<file path="src/rtl/fetch_unit.sv">
// Multicycle instruction fetch unit: owns the PC, fetches one word per
// instruction over a req/gnt/rvalid handshake, holds it for decode, and
// selects the next PC from jump/pcsrc at retirement.
module fetch_unit #(
  parameter logic [31:0] RESET_PC = 32'h0000_0000
) (
  input  logic        clk,
  input  logic        reset,
  output logic        imem_req,
  output logic [31:0] imem_addr,
  input  logic        imem_gnt,
  input  logic        imem_rvalid,
  input  logic [31:0] imem_rdata,
  output logic [31:0] instr,
  output logic [5:0]  op,
  output logic [5:0]  funct,
  output logic        instr_valid,
  input  logic        instr_ready,
  input  logic        pcsrc,
  input  logic        jump,
  output logic [31:0] pc,
  output logic [31:0] pcplus4,
  output logic [31:0] fetch_count
);

  typedef enum logic [1:0] {StReset, StReq, StWait, StHold} state_e;

  state_e      state_q, state_d;
  logic [31:0] pc_q, pc_d;
  logic [31:0] instr_q, instr_d;
  logic [31:0] count_q, count_d;
  logic [31:0] pc_next;
  logic [31:0] br_offset;

  // Next-PC select: jump has priority over a taken branch.
  always_comb begin
    br_offset = {{14{instr_q[15]}}, instr_q[15:0], 2'b00};
    if (jump) begin
      pc_next = {pcplus4[31:28], instr_q[25:0], 2'b00};
    end else if (pcsrc) begin
      pc_next = pcplus4 + br_offset;
    end else begin
      pc_next = pcplus4;
    end
  end

  // FSM next state, register updates and state-decoded handshake outputs.
  always_comb begin
    state_d     = state_q;
    pc_d        = pc_q;
    instr_d     = instr_q;
    count_d     = count_q;
    imem_req    = 1'b0;
    instr_valid = 1'b0;
    case (state_q)
      StReset: state_d = StReq;
      StReq: begin
        // rvalid is deliberately ignored here so stale responses are dropped.
        imem_req = 1'b1;
        if (imem_gnt) state_d = StWait;
      end
      StWait: begin
        if (imem_rvalid) begin
          instr_d = imem_rdata;
          state_d = StHold;
        end
      end
      StHold: begin
        instr_valid = 1'b1;
        if (instr_ready) begin
          count_d = count_q + 32'd1;
          pc_d    = pc_next;
          state_d = StReq;
        end
      end
      default: state_d = StReset;
    endcase
  end

  // State registers with asynchronous active-low reset.
  always_ff @(posedge clk or negedge reset) begin
    if (!reset) begin
      state_q <= StReset;
      pc_q    <= RESET_PC;
      instr_q <= 32'h0;
      count_q <= 32'h0;
    end else begin
      state_q <= state_d;
      pc_q    <= pc_d;
      instr_q <= instr_d;
      count_q <= count_d;
    end
  end

  assign imem_addr   = pc_q;
  assign pc          = pc_q;
  assign pcplus4     = pc_q + 32'd4;
  assign instr       = instr_q;
  assign op          = instr_q[31:26];
  assign funct       = instr_q[5:0];
  assign fetch_count = count_q;

endmodule

</file>
<file path="config.mk">
export PLATFORM = sky130hd
export DESIGN_NAME = fetch_unit
export DESIGN_NICKNAME = d
export VERILOG_FILES = /design/src/rtl/fetch_unit.sv
export SDC_FILE = /design/constraint.sdc
export NUM_CORES = 1
export LEC_CHECK = 0
export ABC_AREA = 1
export CAP_MARGIN = 10
export CORE_ASPECT_RATIO = 0.7
export CORE_MARGIN = 2
export CORE_UTILIZATION = 45
export DETAILED_ROUTE_END_ITERATION = 10
export PLACE_DENSITY = 0.78
export SYNTH_ARGS = -nofsm -noshare
export SYNTH_HDL_FRONTEND = slang
export SYNTH_SLANG_ARGS = --single-unit
export TNS_END_PERCENT = 10
</file>
<file path="constraint.sdc">
create_clock -name clk -period 2.9 [get_ports clk]
set_clock_uncertainty 0.1 [all_clocks]
set_input_delay 0.29 -clock clk [delete_from_list [all_inputs] [get_ports clk]]
set_output_delay 0.29 -clock clk [all_outputs]
set_load 0.01 [all_outputs]
</file>
# Word-level counts from Yosys, hierarchy flattened
# Cells that the tools add are included.
[word_totals] regBits=98 in_bits=39 out_inout_bits=174
[op_classes] n_reduce_logical=4 mux=8 addsub=3 eq_ne=6
[op_table] operator="32-bit two-way mux" count=2
[op_table] operator="32-bit by 1-bit adder with 32-bit output (second input constant)" count=1
[op_table] operator="32-bit by 3-bit adder with 32-bit output (second input constant)" count=1
[op_table] operator="32-bit adder" count=1
[op_table] operator="2-bit one-hot mux with 4 select lines" count=1
[op_table] operator="2-bit two-way mux" count=3
[op_table] operator="2-bit != test (second input constant)" count=3
[op_table] operator="2-bit equality test (second input constant)" count=2
[op_table] operator="2-bit AND reduction" count=2
[op_table] operator="3-bit AND reduction" count=1
[op_table] operator="2-bit by 1-bit equality test with 1-bit output (second input constant)" count=1
[op_table] operator="2-bit zero test" count=1
[op_table] operator="1-bit two-way mux" count=2

# Longest topological paths before layout
# Gate-level depths: netlist of run 1.
[logic_depth] depth_word=4 depth_mapped=23

# Least setup slack after synthesis of run 1
# Ideal clock, no wire load.
[synth_timing] path_kind="flip-flop to flip-flop" from="register pc_q[3] (netlist: imem_addr[3])" to="register pc_q[29] (netlist: imem_addr[29])" arrival_ns=2.700 setup_ns=0.117 slack_ns=-0.017 path_buffers=0 period_less_slack_ns=2.917 required_ns=2.683 path_stages_with_launch=20 cell_sequence="dfrtp_1 -> ha_1 -> nand2_1 -> inv_1 -> nand2_1 -> nor2_2 -> inv_2 -> nor2_2 -> xor2_1 -> ha_1 -> nand2_1 -> inv_1 -> a21oi_1 -> o21ai_0 -> a21oi_1 -> nand2_1 -> nand2_1 -> nand3_1 -> nand2_1 -> nand2_1"
[synth_via] elab_chain_len=4
[synth_rtl] item="start, declared" line_no="29" rtl="logic [31:0] pc_q, pc_d;"
[synth_rtl] item="start signal, assigned" line_no="89" rtl="pc_q <= pc_d;"
[synth_rtl] item="32-bit by 3-bit adder with 32-bit output" line_no="97" rtl="assign pcplus4 = pc_q + 32'd4;"
[synth_rtl] item="via pcplus4[16]" line_no="22" rtl="output logic [31:0] pcplus4,"
[synth_rtl] item="32-bit adder" line_no="41" rtl="pc_next = pcplus4 + br_offset;"
[synth_rtl] item="32-bit two-way mux" line_no="40" rtl="end else if (pcsrc) begin"
[synth_rtl] item="32-bit two-way mux" line_no="38" rtl="if (jump) begin"
# The timed path passes the listed nets, and every way through them passes these cells.
# A chain may end at the register's enable or synchronous reset.

# Worst setup path in the final report of run 1
[layout_timing] from="register pc_q[16] (netlist: imem_addr[16])" to="register pc_q[30] (netlist: imem_addr[30])"
[layout_via] elab_chain_len=4
[layout_rtl] item="32-bit by 3-bit adder with 32-bit output (*)" line_no="97"
[layout_rtl] item="32-bit adder" line_no="41"
[layout_rtl] item="32-bit two-way mux" line_no="40"
[layout_rtl] item="32-bit two-way mux (*)" line_no="38"
# Mark *: on every way between the ends. The rest lies on a longest branch, timed or not.

==> run_results.csv, run 1 <==
group,metric,value,unit
sta,period_share,103,%
clock_network,cts_sinks,96,
die,dieArea,18900,sq um
worst_setup_path,crit_path_max_fanout,4,
logic_synthesis,yosys.area.top_type,"dfrtp_1",
route,drt_wl_total,30400,microns
logic_synthesis,syn_area,8020,sq um
worst_setup_path,critPathTopFamily,"simple AND/OR/NAND/NOR gates",
worst_setup_path,critPathSlowestCell,"dfrtp_1",
route,avgRoutedWirePerCell,17.5,microns
sta,hold_viol_final,0,
placed_design,dp_hpwl,23100,microns
grt,first_global_vias,8426,
sta,relSlewSlack,46.7,%
worst_setup_path,path_cells,"inv_1 > nor3_1 > nand2_1 > nor2_4 > a21o_1 > nand2_1 > inv_2 > ha_4 > buf_4 > nand2_4 > inv_1 > nand2_1 > nand2_2 > a21oi_4 > nor2_2 > nor2_2 > nand2_1 > nand2_1 > nand3_1 > nand3_1 > nand2_1",
grt,top_usage_layer,"met2",
grt,use_met1,44.3,%
route,drtPass1Iterations,8,
power_and_ir_drop,leakagePower,6.19,nW
route,route.detailed.drc,0,
logic_synthesis,syn_avg_cell_area,6.92,sq um
clock_network,clk_path_buf_depth,2,
grt,use_met3,6.51,%
clock_network,cts_root_buf,"clkbuf_16",
placed_design,routabilityCongestion,1.04,
logic_synthesis,synthesis.instances,1158,
cells_and_area,n_antenna_cell,0,
flow_run,maxCapViolations,0,
die,rows,40,
worst_setup_path,cp-start-kind,"flop",
cells_and_area,finalInstanceArea,12600,sq um
worst_setup_path,cp.arrival,3.12,ns
worst_setup_path,ff2ff_setup_slack,-0.08,ns
clock_network,path_clk_slew,0.07,ns
die,coreArea,17300,sq um
grt,grt_antenna_before_repair,0,
placed_design,placedCellCount,1690,
logic_synthesis,synth_common_cells,"nand2_1 (318), inv_1 (175), nor2_1 (110), dfrtp_1 (96), a21oi_1 (73)",
worst_setup_path,slowest_delay,0.40,ns
clock_network,cts_tree,"built",
min_path,min_path_type,"in -> async",
cells_and_area,fill_cells,1404,
logic_synthesis,synthDominantCellAreaShare,30.0,%
sta,rsz0062_at_grt,"yes",
cells_and_area,area_delta_synth_final,57.7,%
worst_setup_path,path_class,"reg -> reg",
placed_design,dpl_cell_area,11100,sq um
outcome,violations,"setup timing",
route,viasPerCell,5.21,
logic_synthesis,ys_ff_latch,96,
die,initial_core_util,46.3,%
worst_setup_path,required,3.04,ns
logic_synthesis,synth_flop_cell,"dfrtp_1",
route,ant_nets,0,
logic_synthesis,async_flop_share,100,%
worst_setup_path,r2r_start,"imem_addr[16]$_DFFE_PN0P_",
sta,fin_ws,-0.0824,ns
grt,grt_pass1_wl,44900,microns
sta,setup_viol,7,
sta,period_needed,2.98,ns
worst_setup_path,endpoint,"imem_addr[30]$_DFFE_PN0P_",
cells_and_area,layout.nets,1580,
worst_setup_path,reg2regPathDepth,21,
route,drt_iter0_markers,781,
worst_setup_path,crit_buf_inv,4,
worst_setup_path,startpoint,"imem_addr[16]$_DFFE_PN0P_",
worst_setup_path,setup.worst_path.end_class,"flop",
logic_synthesis,synthTopCellsByArea,"dfrtp_1 (30%), nand2_1 (15%), inv_1 (8.2%), ha_1 (6.4%), nor2_1 (5.1%)",
grt,grt_remaining_overflow,0,
clock_network,numCtsBuffers,9,
logic_synthesis,seq_area_frac_synth,30.0,%
clock_network,clk_latency,0.36,ns
sta,slew_viol_final,0,
sta,fmax,335,MHz
logic_synthesis,synth_cell_type_count,48,
die,die_h,116,microns
placed_design,port_buffers,206,
power_and_ir_drop,ir_worst_vdd,0.807,mV
clock_network,htreeDepth,3,
worst_setup_path,crit_top_cell,"nand2_1",
die,die_x,164,microns
logic_synthesis,synth-edff-count,0,
worst_setup_path,path_depth,21,
grt,grt_usage,30.9,%
cells_and_area,drive_gt1_share,30.3,%
logic_synthesis,ys.warnings.count,0,
logic_synthesis,yosysMostFrequentCell,"nand2_1",
cells_and_area,final_cells,1735,
die,num_io_pins,213,
grt,grt_start_max_net_pins,65,
outcome,outcome,"finished with violations",
route,vias,9045,
grt,grtUsageMet2,47.6,%
power_and_ir_drop,powerDensity,1340,nW/um^2
worst_setup_path,r2r-end,"imem_addr[30]$_DFFE_PN0P_",
sta,worst_slew_pin_slew,0.800,ns
-- layout by cell type, fill, tap and decap left out, types with 4 or more instances in the layout --
master,count
o21ai_0,19
nor2_1,76
xor2_1,30
buf_6,5
nor3_1,9
xor2_2,8
dfrtp_1,96
buf_4,183
mux2_2,31
clkbuf_16,9
conb_1,6
nor3_4,7
o21ai_2,4
nand3_1,54
ha_4,20
nand4_1,12
nand3b_1,4
nor2_2,20
inv_1,159
ha_1,18
nand3_2,13
nor2_4,25
nand2_2,49
nor3_2,6
nand2_1,265
a21oi_1,57
xnor2_1,9
clkdlybuf4s50_1,198
inv_2,20
o21ai_1,9
nand2_4,13
a21oi_2,14
o21bai_1,8
-- cells by family after synthesis --
group | synth area share, %
and+or+nand+nor | 30.5
buffers and inverters | 13.9
AOI/OAI and AO/OA | 8.72
DFF | 30.0
xor gates and xnor gates | 5.87
adders and majority gates | 6.65
muxes | 4.35
other | 0.0468
-- layout make-up --
| class | instances | area, sq um | share of cell area [%] |
|---|---|---|---|
| Tap cell | 231 | 289 | 2.28 |
| Sequential cell | 96 | 2400 | 19.0 |
| Multi-Input combinational cell | 821 | 5510 | 43.5 |
| Clock buffer | 9 | 225 | 1.78 |
| Inverter | 181 | 679 | 5.37 |
| Clock inverter | 7 | 72.6 | 0.574 |
| Timing Repair Buffer | 390 | 3470 | 27.5 |
-- power breakdown --
part / switching [mW] / leakage (nW) / internal (mW)
registers: 0.662 / 1.16 / 1.83
clock network: 0.605 / 0.143 / 0.610
logic: 6.96 / 4.88 / 6.31
total: 8.22 / 6.19 / 8.75
-- worst reg2reg max path, cell delays in order (launching register included) --
cell and delay, ns:
dfrtp_1 0.40, inv_1 0.11, nor3_1 0.25, nand2_1 0.16
nor2_4 0.15, a21o_1 0.15, nand2_1 0.07, inv_2 0.11
ha_4 0.23, buf_4 0.15, nand2_4 0.08, inv_1 0.04
nand2_1 0.08, nand2_2 0.09, a21oi_4 0.16, nor2_2 0.06
nor2_2 0.14, nand2_1 0.08, nand2_1 0.06, nand3_1 0.08
nand3_1 0.08, nand2_1 0.07
-- flip-flops by register name (all words and copies together) (netlist names) --
signal	cells
fetch_count	32
imem_addr	30
instr	32
state_q	2
-- per-stage QoR --
step	setup TNS (ns)	hold WS, ns	utilization [%]	setup slack (ns)	total power, mW
floorplan	-0.00608	-0.106	-	-0.00608	8.05
global placement	-3.81	0.173	64.4	-0.288	13.1
detailed placement	-4.86	0.170	64.4	-0.361	13.2
CTS	-0.0914	0.348	68.4	-0.0365	15.2
global route	-3.15	0.376	73.0	-0.232	18.1
finish	-0.262	0.331	73.0	-0.0824	17.0
-- repair_timing --
action | in CTS | in global routing
buffers inserted | 10 | 18
hold buffers | 1 | 0
hold endpoints to repair | 32 | 0
resized for setup | 75 | 165
pin swaps | 20 | 62
setup endpoints to repair | 28 | 36
-- worst min path at each step --
stage / startpoint / cells past startpoint / slack (ns) / end
after floorplan: reset / 0 / -0.11 / fetch_count[0]$_DFFE_PN0P_
after global placement: reset / 1 / 0.17 / instr[30]$_DFFE_PN0P_
after detailed placement: reset / 1 / 0.17 / instr[30]$_DFFE_PN0P_
after CTS: reset / 2 / 0.35 / instr[30]$_DFFE_PN0P_
after global routing: reset / 2 / 0.38 / instr[30]$_DFFE_PN0P_
final: reset / 2 / 0.33 / instr[30]$_DFFE_PN0P_
-- routing by layer --
layer,wire length (microns),vias to the layer above
met5,0,-
met4,647,0
met3,2610,56
met2,13500,451
met1,13700,4253
li1,-,4285
(Power assumes the default switching activity.)
==> inputs of run 2 (changes only) <==
Settings changed: SLEW_MARGIN from default to 30.
==> results of run 2 <==
Final layout, timing and power as in run 1 (identical DEF).
==> inputs of run 3 (changes only) <==
Settings changed: SLEW_MARGIN 30 to 20.
==> results of run 3 <==
Final layout, timing and power as in run 1 (identical DEF).
